--- src/rtl/prog_fetch_pkg.sv ---
// Shared types and default constants for the program fetch sequencer.
package prog_fetch_pkg;

  localparam int DEFAULT_AW          = 8;
  localparam int DEFAULT_OPERAND_BIT = 3;

  typedef enum logic [2:0] {
    FETCH_OP  = 3'd0,
    DECODE    = 3'd1,
    FETCH_ARG = 3'd2,
    VALID     = 3'd3,
    HALT      = 3'd4
  } state_t;

  typedef struct packed {
    logic [7:0]            opcode;
    logic [7:0]            operand;
    logic [DEFAULT_AW-1:0] pc;
  } bundle_t;

endpackage

--- src/rtl/prog_fetch.sv ---
// Program fetch sequencer: owns the PC, reads opcode/operand from a 1-cycle ROM
// and hands complete instructions over valid/ready. PROG_FETCH_BREAK_EN adds a breakpoint.
module prog_fetch
  import prog_fetch_pkg::*;
#(
  parameter int            AW          = DEFAULT_AW,
  parameter logic [AW-1:0] RESET_PC    = '0,
  parameter int            OPERAND_BIT = DEFAULT_OPERAND_BIT
) (
  input  logic          clk,
  input  logic          rst,
  output logic [AW-1:0] rom_addr,
  input  logic [7:0]    rom_data,
  output logic          instr_valid,
  input  logic          instr_ready,
  output logic [7:0]    instr_opcode,
  output logic [7:0]    instr_operand,
  output logic [AW-1:0] instr_pc,
  input  logic          jump,
  input  logic [AW-1:0] jump_addr,
  input  logic          halt,
  output logic          halted
`ifdef PROG_FETCH_BREAK_EN
  ,
  input  logic          bp_en,
  input  logic [AW-1:0] bp_addr
`endif
);

  state_t        state_reg, state_next;
  logic [AW-1:0] pc_reg, pc_next;
  logic [7:0]    opcode_reg, opcode_next;
  logic [7:0]    operand_reg, operand_next;
  logic [AW-1:0] ipc_reg, ipc_next;

  always_ff @(posedge clk) begin
    if (rst) begin
      state_reg   <= FETCH_OP;
      pc_reg      <= RESET_PC;
      opcode_reg  <= '0;
      operand_reg <= '0;
      ipc_reg     <= '0;
    end else begin
      state_reg   <= state_next;
      pc_reg      <= pc_next;
      opcode_reg  <= opcode_next;
      operand_reg <= operand_next;
      ipc_reg     <= ipc_next;
    end
  end

  always_comb begin
    state_next   = state_reg;
    pc_next      = pc_reg;
    opcode_next  = opcode_reg;
    operand_next = operand_reg;
    ipc_next     = ipc_reg;
    rom_addr     = pc_reg;
    case (state_reg)
      FETCH_OP: begin
        state_next = DECODE;
`ifdef PROG_FETCH_BREAK_EN
        if (bp_en && (pc_reg == bp_addr)) state_next = HALT;
`endif
      end
      DECODE: begin
        // Address the operand byte now so it arrives in FETCH_ARG.
        rom_addr    = pc_reg + AW'(1);
        opcode_next = rom_data;
        ipc_next    = pc_reg;
        if (rom_data[OPERAND_BIT]) begin
          state_next = FETCH_ARG;
        end else begin
          operand_next = '0;
          pc_next      = pc_reg + AW'(1);
          state_next   = VALID;
        end
      end
      FETCH_ARG: begin
        operand_next = rom_data;
        pc_next      = pc_reg + AW'(2);
        state_next   = VALID;
      end
      VALID: begin
        if (instr_ready) begin
          if (halt) begin
            state_next = HALT;
          end else begin
            if (jump) pc_next = jump_addr;
            state_next = FETCH_OP;
          end
        end
      end
      HALT: begin
        state_next = HALT;
      end
      default: begin
        state_next = FETCH_OP;
      end
    endcase
  end

  assign instr_valid   = (state_reg == VALID);
  assign halted        = (state_reg == HALT);
  assign instr_opcode  = opcode_reg;
  assign instr_operand = operand_reg;
  assign instr_pc      = ipc_reg;

endmodule

--- config.mk ---
export PLATFORM = sky130hd
export DESIGN_NAME = prog_fetch
export DESIGN_NICKNAME = d
export VERILOG_FILES = /design/src/rtl/prog_fetch_pkg.sv /design/src/rtl/prog_fetch.sv
export SDC_FILE = /design/constraint.sdc
export NUM_CORES = 1
export LEC_CHECK = 0
export ABC_AREA = 1
export CAP_MARGIN = 20
export CORE_ASPECT_RATIO = 0.6
export CORE_MARGIN = 5
export CORE_UTILIZATION = 50
export CTS_BUF_LIST = sky130_fd_sc_hd__clkbuf_4 sky130_fd_sc_hd__clkbuf_8
export DETAILED_ROUTE_END_ITERATION = 12
export GPL_TIMING_DRIVEN = 0
export PLACE_DENSITY_LB_ADDON = 0.15
export SLEW_MARGIN = 20
export SYNTH_ARGS = -nofsm -noshare
export SYNTH_HDL_FRONTEND = slang
export SYNTH_SLANG_ARGS = --single-unit
export TNS_END_PERCENT = 10
--- constraint.sdc ---
create_clock -name clk -period 4.3 [get_ports clk]
set_input_delay 0.43 -clock clk [delete_from_list [all_inputs] [get_ports clk]]
set_output_delay 0.43 -clock clk [all_outputs]
set_load 0.03 [all_outputs]
==> impl_metrics.json <==
{
  "outcome": "complete, no violations",
  "cts_made_buffers": 5,
  "cp.arrival_ns": 2.44,
  "track_usage_pct": 20.9,
  "start_util_pct": 52.2,
  "slew_viol_final": 0,
  "fin_crit_ns": 2.87,
  "rsz0062_at_grt": "no",
  "final.setup.tns_ns": 0,
  "grt_pass1_wl_um": 7960,
  "die_area_mm2": 0.00471,
  "ys_types": 27,
  "clk_pin_slew_worst_paths_ns": 0.07,
  "powerDensity_mw_per_mm2": 401,
  "multi_input_area_um2": 882,
  "io_buffer_count": 54,
  "drt_iter0_markers": 160,
  "synth_seq_area_share_pct": 41.1,
  "fin_util_pct": 73.2,
  "fp.dieH_um": 55.2,
  "postCtsHoldBufs": 0,
  "synth.avg_cell_area_um2": 6.93,
  "postCtsSetupBuffers": 0,
  "period_share_pct": 66.7,
  "endpoint_kind": "output port",
  "drive_above_1_share_pct": 7.49,
  "critPathLaunch": "pc_reg[2]",
  "area.growth.synth_to_final_pct": 40.2,
  "antenna_found_initial": 0,
  "routed_wl_um": 4900,
  "worst-setup-path-type": "flop to output port",
  "htreeDepth": 2,
  "critPathLaunchType": "flop",
  "num_io_pins": 55,
  "grt_pass1_vias": 1699,
  "slew_headroom_pct": 63.9,
  "stdcell_count": 352,
  "ctsResizeCount": 0,
  "layout_common_cells": "54 x clkdlybuf4s50_1, 50 x nand2_1, 35 x dfxtp_1, 32 x nor2_1, 27 x o21ai_0",
  "fillers": 296,
  "vdd_drop_max_v": 0.000230,
  "power_uw": 958,
  "post-route-drc-count": 0,
  "cts_sinks": 35,
  "setup_viol": 0,
  "min-delay-start": "instr_pc[0]",
  "tightest_slew_ns": 0.542,
  "grt_max_degree": 11,
  "r2r_start": "pc_reg[2]",
  "vias": 1879,
  "finClkSkew_ns": 0.00469,
  "gp_congestion": 0.877,
  "via_per_inst": 5.34,
  "final-seq-area_um2": 701,
  "fin_hold_ws_ns": 0.485,
  "fmax_mhz": 349,
  "cts_max_path_buffers": 2,
  "antenna_cells": 0,
  "yosys_warnings": 0,
  "leakagePower_nw": 0.968,
  "final_common_cell": "clkdlybuf4s50_1",
  "hold_viol": 0,
  "placementRows": 16,
  "cts_tree": "built",
  "routedWlPerCell_um": 13.9,
  "syn_nets": 269,
  "ys_ff_latch": 35,
  "clk_latency_ns": 0.29,
  "hold_class": "flop to flop",
  "post-place-cells": 345,
  "syn-cell-area_mm2": 0.00170,
  "gr-total-overflow": 0,
  "drv_cap": 0,
  "cts-root-buf": "clkbuf_8",
  "dr.pass1.iters": 5,
  "ant_nets": 0,
  "core_area_mm2": 0.00326,
  "critPathMaxFanout": 7,
  "nets": 330,
  "netlist_instances": 246,
  "cp.required_ns": 3.87,
  "die_w_um": 85.4,
  "dp_hpwl_um": 3550
}
worst paths after layout:
check	cells after the start	slack [ns]	to
max	8	1.43	rom_addr[7]
min	2	0.48	instr_pc[0]
max reg2reg	8	2.66	pc_reg[5]
min reg2reg	2	0.48	instr_pc[0]
cell usage after synthesis:
master	number	area [um^2]
o21bai_1	1	7.51
o211a_1	1	10.0
a22oi_1	1	7.51
a21oi_1	25	125
o21ai_0	27	135
dfxtp_1	35	701
ha_1	2	25.0
inv_4	1	6.26
o21ai_1	8	40.0
nor3_1	2	10.0
a31oi_1	1	6.26
xor2_1	6	52.6
clkbuf_1	4	15.0
nand2_1	50	188
inv_2	3	11.3
nand2_2	2	12.5
o22ai_1	1	6.26
nor2_1	32	120
o21ai_2	1	8.76
buf_2	5	25.0
buf_1	1	3.75
or2_2	1	6.26
nand3_1	15	75.1
and2_1	1	6.26
inv_1	16	60.1
nand4_1	1	6.26
nor2_4	3	33.8
cells by family (layout without fill, tap and decap cells):
family | count (synthesis) | in the layout | synth area share [%]
AO/OA/AOI/OAI | 66 | 66 | 20.3
flip-flops | 35 | 35 | 41.1
buffers and inverters | 30 | 91 | 7.12
XOR/XNOR | 6 | 6 | 3.08
adder cells (fa/ha/maj) | 2 | 2 | 1.47
AND/OR/NAND/NOR | 107 | 107 | 26.9
report_power, final:
group / switching, mW / internal (mW)
Combinational: 0.198 / 0.126
Sequential: 0.0295 / 0.359
Clock: 0.119 / 0.126
Total: 0.347 / 0.610
per-stage QoR:
stage	worst slack (ns)	area, um^2
2_1_floorplan	2.37	1700
3_3_place_gp	1.80	2300
3_5_place_dp	1.78	2300
4_1_cts	1.45	2390
5_1_grt	1.31	2390
6_report	1.43	2390
layer usage:
metal	GRT usage [%]	vias to the layer above	routed length, um
li1	-	935	-
met1	31.2	861	2400
met2	30.5	79	2070
met3	5.05	4	406
met4	4.29	0	27
met5	0	-	0
cell type report:
cell class	instances	area share [%]
flip-flops and latches	35	29.3
clock buffers	6	3.46
well taps	45	2.36
inverters	20	3.25
plain buffers	10	1.83
multi-input cells	181	36.9
repair buffers	54	22.6
clock inverters	1	0.210
critical path, cell delays in order (launching register included):
cell and delay (ns):
dfxtp_1 0.46, ha_1 0.26, nand2_1 0.10, nor2_1 0.24
nand3_1 0.15, nand2_1 0.10, nand2_1 0.04, o21ai_0 0.09
clkdlybuf4s50_1 0.70
Note: power is estimated with default switching activity, not from simulation.
